## config.mk

```make
export PLATFORM = sky130hd
export DESIGN_NAME = reorder_buffer_nw
export DESIGN_NICKNAME = d
export VERILOG_FILES = /design/src/rtl/rob_pkg.sv /design/src/rtl/rob_commit_select.sv /design/src/rtl/reorder_buffer_nw.sv
export SDC_FILE = /design/constraint.sdc
export NUM_CORES = 2
export LEC_CHECK = 0
export CORE_ASPECT_RATIO = 0.6
export CORE_MARGIN = 4
export CORE_UTILIZATION = 50
export DETAILED_ROUTE_END_ITERATION = 8
export MAX_ROUTING_LAYER = met4
export PLACE_DENSITY_LB_ADDON = 0.25
export SLEW_MARGIN = 25
export SYNTH_ARGS = -nofsm -noshare
export SYNTH_HDL_FRONTEND = slang
export SYNTH_SLANG_ARGS = --single-unit
```

## constraint.sdc

```tcl
create_clock -name clk -period 11.57 [get_ports clk]
set_clock_uncertainty 0.1 [all_clocks]
set_input_delay 2.314 -clock clk [delete_from_list [all_inputs] [get_ports clk]]
set_output_delay 2.314 -clock clk [all_outputs]
set_load 0.01 [all_outputs]
```

## src/rtl/rob_pkg.sv

```systemverilog
// Shared types for the N-wide reorder buffer: entry layout, default widths and a popcount helper.
package rob_pkg;

    localparam int ROB_PREG_W = 6;
    localparam int ROB_DATA_W = 64;

    typedef struct packed {
        logic                  valid;
        logic                  done;
        logic                  store;
        logic [ROB_PREG_W-1:0] rd;
        logic [ROB_PREG_W-1:0] old_rd;
        logic [ROB_DATA_W-1:0] value;
    } rob_entry_t;

    function automatic int unsigned popcount(input logic [31:0] v);
        int unsigned c;
        c = 0;
        for (int i = 0; i < 32; i++) begin
            c = c + 32'(v[i]);
        end
        return c;
    endfunction

endpackage

```

## src/rtl/rob_commit_select.sv

```systemverilog
// Finds the run of valid&done entries starting at head (wrapping mod DEPTH), capped at COMMIT_W lanes.
module rob_commit_select #(
    parameter int DEPTH    = 16,
    parameter int COMMIT_W = 2,
    parameter int TAG_W    = $clog2(DEPTH)
) (
    input  logic [TAG_W-1:0]    head,
    input  logic [DEPTH-1:0]    ready_vec,
    output logic [COMMIT_W-1:0] lane_valid,
    output logic [TAG_W:0]      n
);

    logic             run;
    logic [TAG_W-1:0] idx;

    always_comb begin
        run        = 1'b1;
        idx        = '0;
        n          = '0;
        lane_valid = '0;
        for (int k = 0; k < COMMIT_W; k++) begin
            idx           = head + TAG_W'(k);
            run           = run & ready_vec[idx];
            lane_valid[k] = run;
            n             = n + (TAG_W+1)'(run);
        end
    end

endmodule

```

## src/rtl/reorder_buffer_nw.sv

```systemverilog
// N-wide reorder buffer: in-order allocate, out-of-order writeback, in-order commit and preg freeing.
// Optional ROB_FLUSH_EN adds a `flush` input that empties the buffer with priority over everything else.
module reorder_buffer_nw
    import rob_pkg::*;
#(
    parameter int DEPTH    = 16,
    parameter int DISP_W   = 2,
    parameter int WB_W     = 2,
    parameter int COMMIT_W = 2,
    parameter int PREG_W   = ROB_PREG_W,
    parameter int DATA_W   = ROB_DATA_W,
    localparam int TAG_W   = $clog2(DEPTH)
) (
    input  logic                       clk,
    input  logic                       res,
`ifdef ROB_FLUSH_EN
    input  logic                       flush,
`endif
    input  logic [DISP_W-1:0]          disp_valid,
    input  logic [DISP_W*PREG_W-1:0]   disp_rd,
    input  logic [DISP_W*PREG_W-1:0]   disp_old_rd,
    input  logic [DISP_W-1:0]          disp_store,
    output logic                       disp_ready,
    output logic [DISP_W*TAG_W-1:0]    disp_tag,
    input  logic [WB_W-1:0]            wb_valid,
    input  logic [WB_W*TAG_W-1:0]      wb_tag,
    input  logic [WB_W*DATA_W-1:0]     wb_value,
    output logic [COMMIT_W-1:0]        com_valid,
    output logic [COMMIT_W-1:0]        com_wr_en,
    output logic [COMMIT_W*PREG_W-1:0] com_rd,
    output logic [COMMIT_W*DATA_W-1:0] com_value,
    output logic [COMMIT_W-1:0]        free_valid,
    output logic [COMMIT_W*PREG_W-1:0] free_preg,
    output logic [TAG_W:0]             count
);

    rob_entry_t          entries [DEPTH];
    logic [TAG_W-1:0]    head;
    logic [TAG_W-1:0]    tail;
    logic [TAG_W:0]      count_q;
    logic                kill;
    logic [DISP_W-1:0]   disp_acc;
    logic [TAG_W:0]      ndisp;
    logic [DEPTH-1:0]    ready_vec;
    logic [COMMIT_W-1:0] sel_valid;
    logic [TAG_W:0]      sel_n;

`ifdef ROB_FLUSH_EN
    assign kill = res | flush;
`else
    assign kill = res;
`endif

    assign count = count_q;

    // Handshake: a lane is taken on a cycle where disp_valid[i] && disp_ready; disp_ready is all-or-nothing
    // (DISP_W free slots from the registered count) so a same-cycle commit never widens the window.
    assign disp_ready = !kill && (((TAG_W+1)'(DEPTH) - count_q) >= (TAG_W+1)'(DISP_W));
    assign disp_acc   = disp_valid & {DISP_W{disp_ready}};
    assign ndisp      = (TAG_W+1)'(popcount(32'(disp_acc)));

    for (genvar i = 0; i < DISP_W; i++) begin : g_tag
        assign disp_tag[i*TAG_W +: TAG_W] = tail + TAG_W'(i);
    end

    for (genvar i = 0; i < DEPTH; i++) begin : g_rdy
        assign ready_vec[i] = entries[i].valid & entries[i].done;
    end

    rob_commit_select #(
        .DEPTH    (DEPTH),
        .COMMIT_W (COMMIT_W),
        .TAG_W    (TAG_W)
    ) u_sel (
        .head       (head),
        .ready_vec  (ready_vec),
        .lane_valid (sel_valid),
        .n          (sel_n)
    );

    assign com_valid = kill ? '0 : sel_valid;

    for (genvar k = 0; k < COMMIT_W; k++) begin : g_com
        logic [TAG_W-1:0] idx;
        assign idx = head + TAG_W'(k);
        assign com_rd[k*PREG_W +: PREG_W]    = com_valid[k] ? entries[idx].rd : '0;
        assign com_value[k*DATA_W +: DATA_W] = com_valid[k] ? entries[idx].value : '0;
        assign com_wr_en[k]  = com_valid[k] & ~entries[idx].store & (entries[idx].rd != '0);
        // x0 is never handed back to the free list.
        assign free_valid[k] = com_valid[k] & ~entries[idx].store & (entries[idx].old_rd != '0);
        assign free_preg[k*PREG_W +: PREG_W] = free_valid[k] ? entries[idx].old_rd : '0;
    end

    always_ff @(posedge clk) begin
        if (kill) begin
            head    <= '0;
            tail    <= '0;
            count_q <= '0;
            for (int i = 0; i < DEPTH; i++) begin
                entries[i] <= '0;
            end
        end else begin
            for (int i = 0; i < DISP_W; i++) begin
                if (disp_acc[i]) begin
                    entries[tail + TAG_W'(i)].valid  <= 1'b1;
                    entries[tail + TAG_W'(i)].done   <= 1'b0;
                    entries[tail + TAG_W'(i)].store  <= disp_store[i];
                    entries[tail + TAG_W'(i)].rd     <= disp_rd[i*PREG_W +: PREG_W];
                    entries[tail + TAG_W'(i)].old_rd <= disp_old_rd[i*PREG_W +: PREG_W];
                    entries[tail + TAG_W'(i)].value  <= '0;
                end
            end
            // Ascending port order lets the higher port win a same-tag collision.
            for (int p = 0; p < WB_W; p++) begin
                if (wb_valid[p] && entries[wb_tag[p*TAG_W +: TAG_W]].valid) begin
                    entries[wb_tag[p*TAG_W +: TAG_W]].done  <= 1'b1;
                    entries[wb_tag[p*TAG_W +: TAG_W]].value <= wb_value[p*DATA_W +: DATA_W];
                end
            end
            for (int k = 0; k < COMMIT_W; k++) begin
                if (sel_valid[k]) begin
                    entries[head + TAG_W'(k)].valid <= 1'b0;
                    entries[head + TAG_W'(k)].done  <= 1'b0;
                end
            end
            head    <= head + sel_n[TAG_W-1:0];
            tail    <= tail + ndisp[TAG_W-1:0];
            count_q <= count_q + ndisp - sel_n;
        end
    end

`ifndef SYNTHESIS
    always @(posedge clk) begin
        if (!kill) begin
            for (int i = 1; i < DISP_W; i++) begin
                assert (!(disp_valid[i] && !disp_valid[i-1]))
                    else $error("rob: dispatch lanes are not a prefix");
            end
            for (int p = 0; p < WB_W; p++) begin
                if (wb_valid[p]) begin
                    assert (entries[wb_tag[p*TAG_W +: TAG_W]].valid)
                        else $error("rob: writeback to empty entry");
                    assert (!(entries[wb_tag[p*TAG_W +: TAG_W]].valid && entries[wb_tag[p*TAG_W +: TAG_W]].done))
                        else $error("rob: writeback to an already completed entry");
                    for (int q = p + 1; q < WB_W; q++) begin
                        assert (!(wb_valid[q] && (wb_tag[q*TAG_W +: TAG_W] == wb_tag[p*TAG_W +: TAG_W])))
                            else $error("rob: two writeback ports hit the same tag");
                    end
                end
            end
        end
    end
`endif

endmodule

```

==> reports/qor.yml <==
synth_cell_types: 55
final_core_util_pct: 56.7
cts_buffers: 130
synth-main-ff-cell: "edfxtp_1"
post-place-ws_ps: 3530
rows: 108
p_per_area_mw_per_mm2: 138
outcome: "complete, no violations"
setup.worst_path.class: "register to output pin"
yosys_warnings: 0
hold_buffers: 0
hold_depth: 2
hp-class: "register to register"
p_leak_nw: 26.9
hold_ws_ps: 359
portBuffers: 339
max_stage_delay_ps: 960
required_ps: 9160
netlist_area_sq_mm: 0.0737
cts_tree: "built"
clock_path_buffers: 3
cp.arrival_ps: 6320
setup_tns_ps: 0
drive_gt1_share_pct: 24.7
die_h_um: 305
min_period_over_period_pct: 75.5
max_freq_mhz: 114
drt-vias-per-instance: 7.83
track_usage_pct: 36.7
muxShareOfSynthArea_pct: 23.8
place_area_sq_mm: 0.0781
synth-adder-area-share_pct: 0.499
grt_max_degree: 137
reg2reg_depth: 16
peakVddDrop_v: 0.000174
fin_cells: 6837
gr-total-overflow: 0
fin_crit_ps: 8740
synthSimpleGateAreaFrac_pct: 4.27
drt_wl_total_mm: 279
design.core.area_sq_mm: 0.146
drc_errors: 0
synth_nets: 5113
hold_violations: 0
crit_fanout: 48
postRouteAntennaNets: 0
place_inst: 6553
cts-resized-gates: 0
final_max_slew_viol_count: 0
clkSinkCount: 1277
rsz0062_at_grt: "no"
avgSynthCellArea_sq_um: 15.0
synth-compound-area-share_pct: 15.5
die_w_um: 504
fin_ws_ps: 2830
grt_pass1_vias: 51700
tightest_slew_ps: 1250
stdcell_area_sq_mm: 0.0825
path_delay_family: "buffers and inverters"
path_cells: "inv_2, ha_4, buf_4, buf_4, mux4_2, mux4_2, nor2b_1, clkdlybuf4s50_1"
max_slew_margin_pct: 17.0
syn_inst: 4918
antenna_found_initial: 37
synth_top_family_by_area: "multiplexers"
synth-seq-cells: 1277
gp_congestion: 0.967
drv_cap: 0
htree_levels: 4
synth_xor_area_share_pct: 0.173
grt_first_pass_wirelength_mm: 393
place_hpwl_mm: 154
critPathBufInv: 4
worst-path-stages: 8
firstDrtPassIters: 6
start_util_pct: 50.7
path_clk_slew_ps: 70
io_pins: 340
vias: 53500
drtIter0Drc: 8972
synth_edf_count: 1232
start_kind: "register"
synthArstFlopShare_pct: 0
yosysSeqAreaShare_pct: 51.4
postCtsSetupBuffers: 0
finalSetupViolCount: 0
clock_latency_ps: 770
dieArea_sq_mm: 0.154
fin_total_pwr_mw: 11.4
area_growth_syn_to_layout_pct: 11.9
wire_per_inst_um: 40.9
cp_slowest_cell: "ha_4"
end_kind: "output pin"
cts_root_buffer: "clkbuf_16"
nets: 4956
[logic make-up after synthesis]
family                     after synthesis
muxes                                  789
AOI/OAI and AO/OA                     1368
and+or+nand+nor                        634
xor gates and xnor gates                12
DFF                                   1277
buffers and inverters                  811
adders and majority gates               27
[layout make-up]
type,count,area (sq um)
Timing Repair Buffer,486,4620
Sequential cell,1277,37900
Clock buffer,160,3490
Fill cell,11100,63000
Antenna cell,46,115
Tap cell,1925,2410
Clock inverter,77,732
Inverter,36,135
Multi-Input combinational cell,2830,33100
[worst min-delay path, cell delays in order, from the launching register on]
cell and delay (ps):
dfxtp_1 310, nand2_1 50, a21oi_1 50
[cell usage after synthesis (4+ instances only)]
cell      count  share of area [%]
edfxtp_1   1232                 50
a22o_1     1150                 14
mux4_2      770                 24
clkbuf_1    474                2.4
nand2_1     247                1.3
buf_1       184               0.94
nor2b_1     181                1.5
buf_2       106               0.72
nor2_1       94               0.48
o21ai_1      58               0.39
a21oi_1      46               0.31
dfxtp_1      45                1.2
nor3_1       33               0.22
o21ai_0      31               0.21
inv_1        30               0.15
a211oi_1     23               0.23
ha_1         23               0.39
mux2i_1      19               0.26
nor3_2       18               0.24
and2_1       15               0.13
nand2b_1     14               0.12
o211ai_1     14               0.14
a221oi_1     13               0.15
or3_1         8              0.068
nand3_1       7              0.048
xnor2_1       7              0.083
buf_4         6              0.061
inv_2         6              0.031
o22ai_1       6              0.051
buf_6         5              0.076
nand3b_1      5              0.051
a21o_1        4              0.041
fa_1          4               0.11
[layer usage]
layer | share of wire (%) | up-vias | track usage (%)
met5 | 0 | - | -
met4 | 4.7 | 0 | 15.8
met3 | 17 | 867 | 14.9
met2 | 43 | 5333 | 49.7
met1 | 35 | 27100 | 48.7
li1 | - | 20200 | -
[power breakdown]
part | switching (mW) | internal (mW) | total, mW
Combinational | 0.889 | 0.591 | 1.48
Clock | 1.92 | 2.41 | 4.33
Sequential | 0.189 | 5.42 | 5.61
[final timing paths]
check,from,endpoint,slack (ps)
max,head[0],com_value[81],2830
min,entries[11][77],entries[11][77],360
max reg2reg,head[0],count[4],6260
min reg2reg,entries[11][77],entries[11][77],360
[registers in the layout, summed over array words and instances, names as in the netlist]
register,flops
entries,1264
count,5
head,4
tail,4
[placed cells by master (no fill, tap or decap), types with 13 or more instances in the layout]
| cell | count |
|---|---|
| edfxtp_1 | 1232 |
| a22o_1 | 1150 |
| mux4_2 | 770 |
| clkdlybuf4s50_1 | 338 |
| nand2_1 | 239 |
| nor2b_1 | 181 |
| clkbuf_16 | 136 |
| buf_4 | 131 |
| nor2_1 | 73 |
| o21ai_1 | 58 |
| diode_2 | 46 |
| a21oi_1 | 46 |
| dfxtp_1 | 41 |
| clkinv_1 | 32 |
| o21ai_0 | 31 |
| inv_1 | 30 |
| clkbuf_1 | 24 |
| ha_1 | 22 |
| nor3_1 | 21 |
| nor3_2 | 21 |
| nor2_4 | 19 |
| mux2i_1 | 19 |
| clkinv_2 | 16 |
| and2_1 | 15 |
| o211ai_1 | 14 |
| a211oi_1 | 13 |
Note: power is estimated with default switching activity, not from simulation.
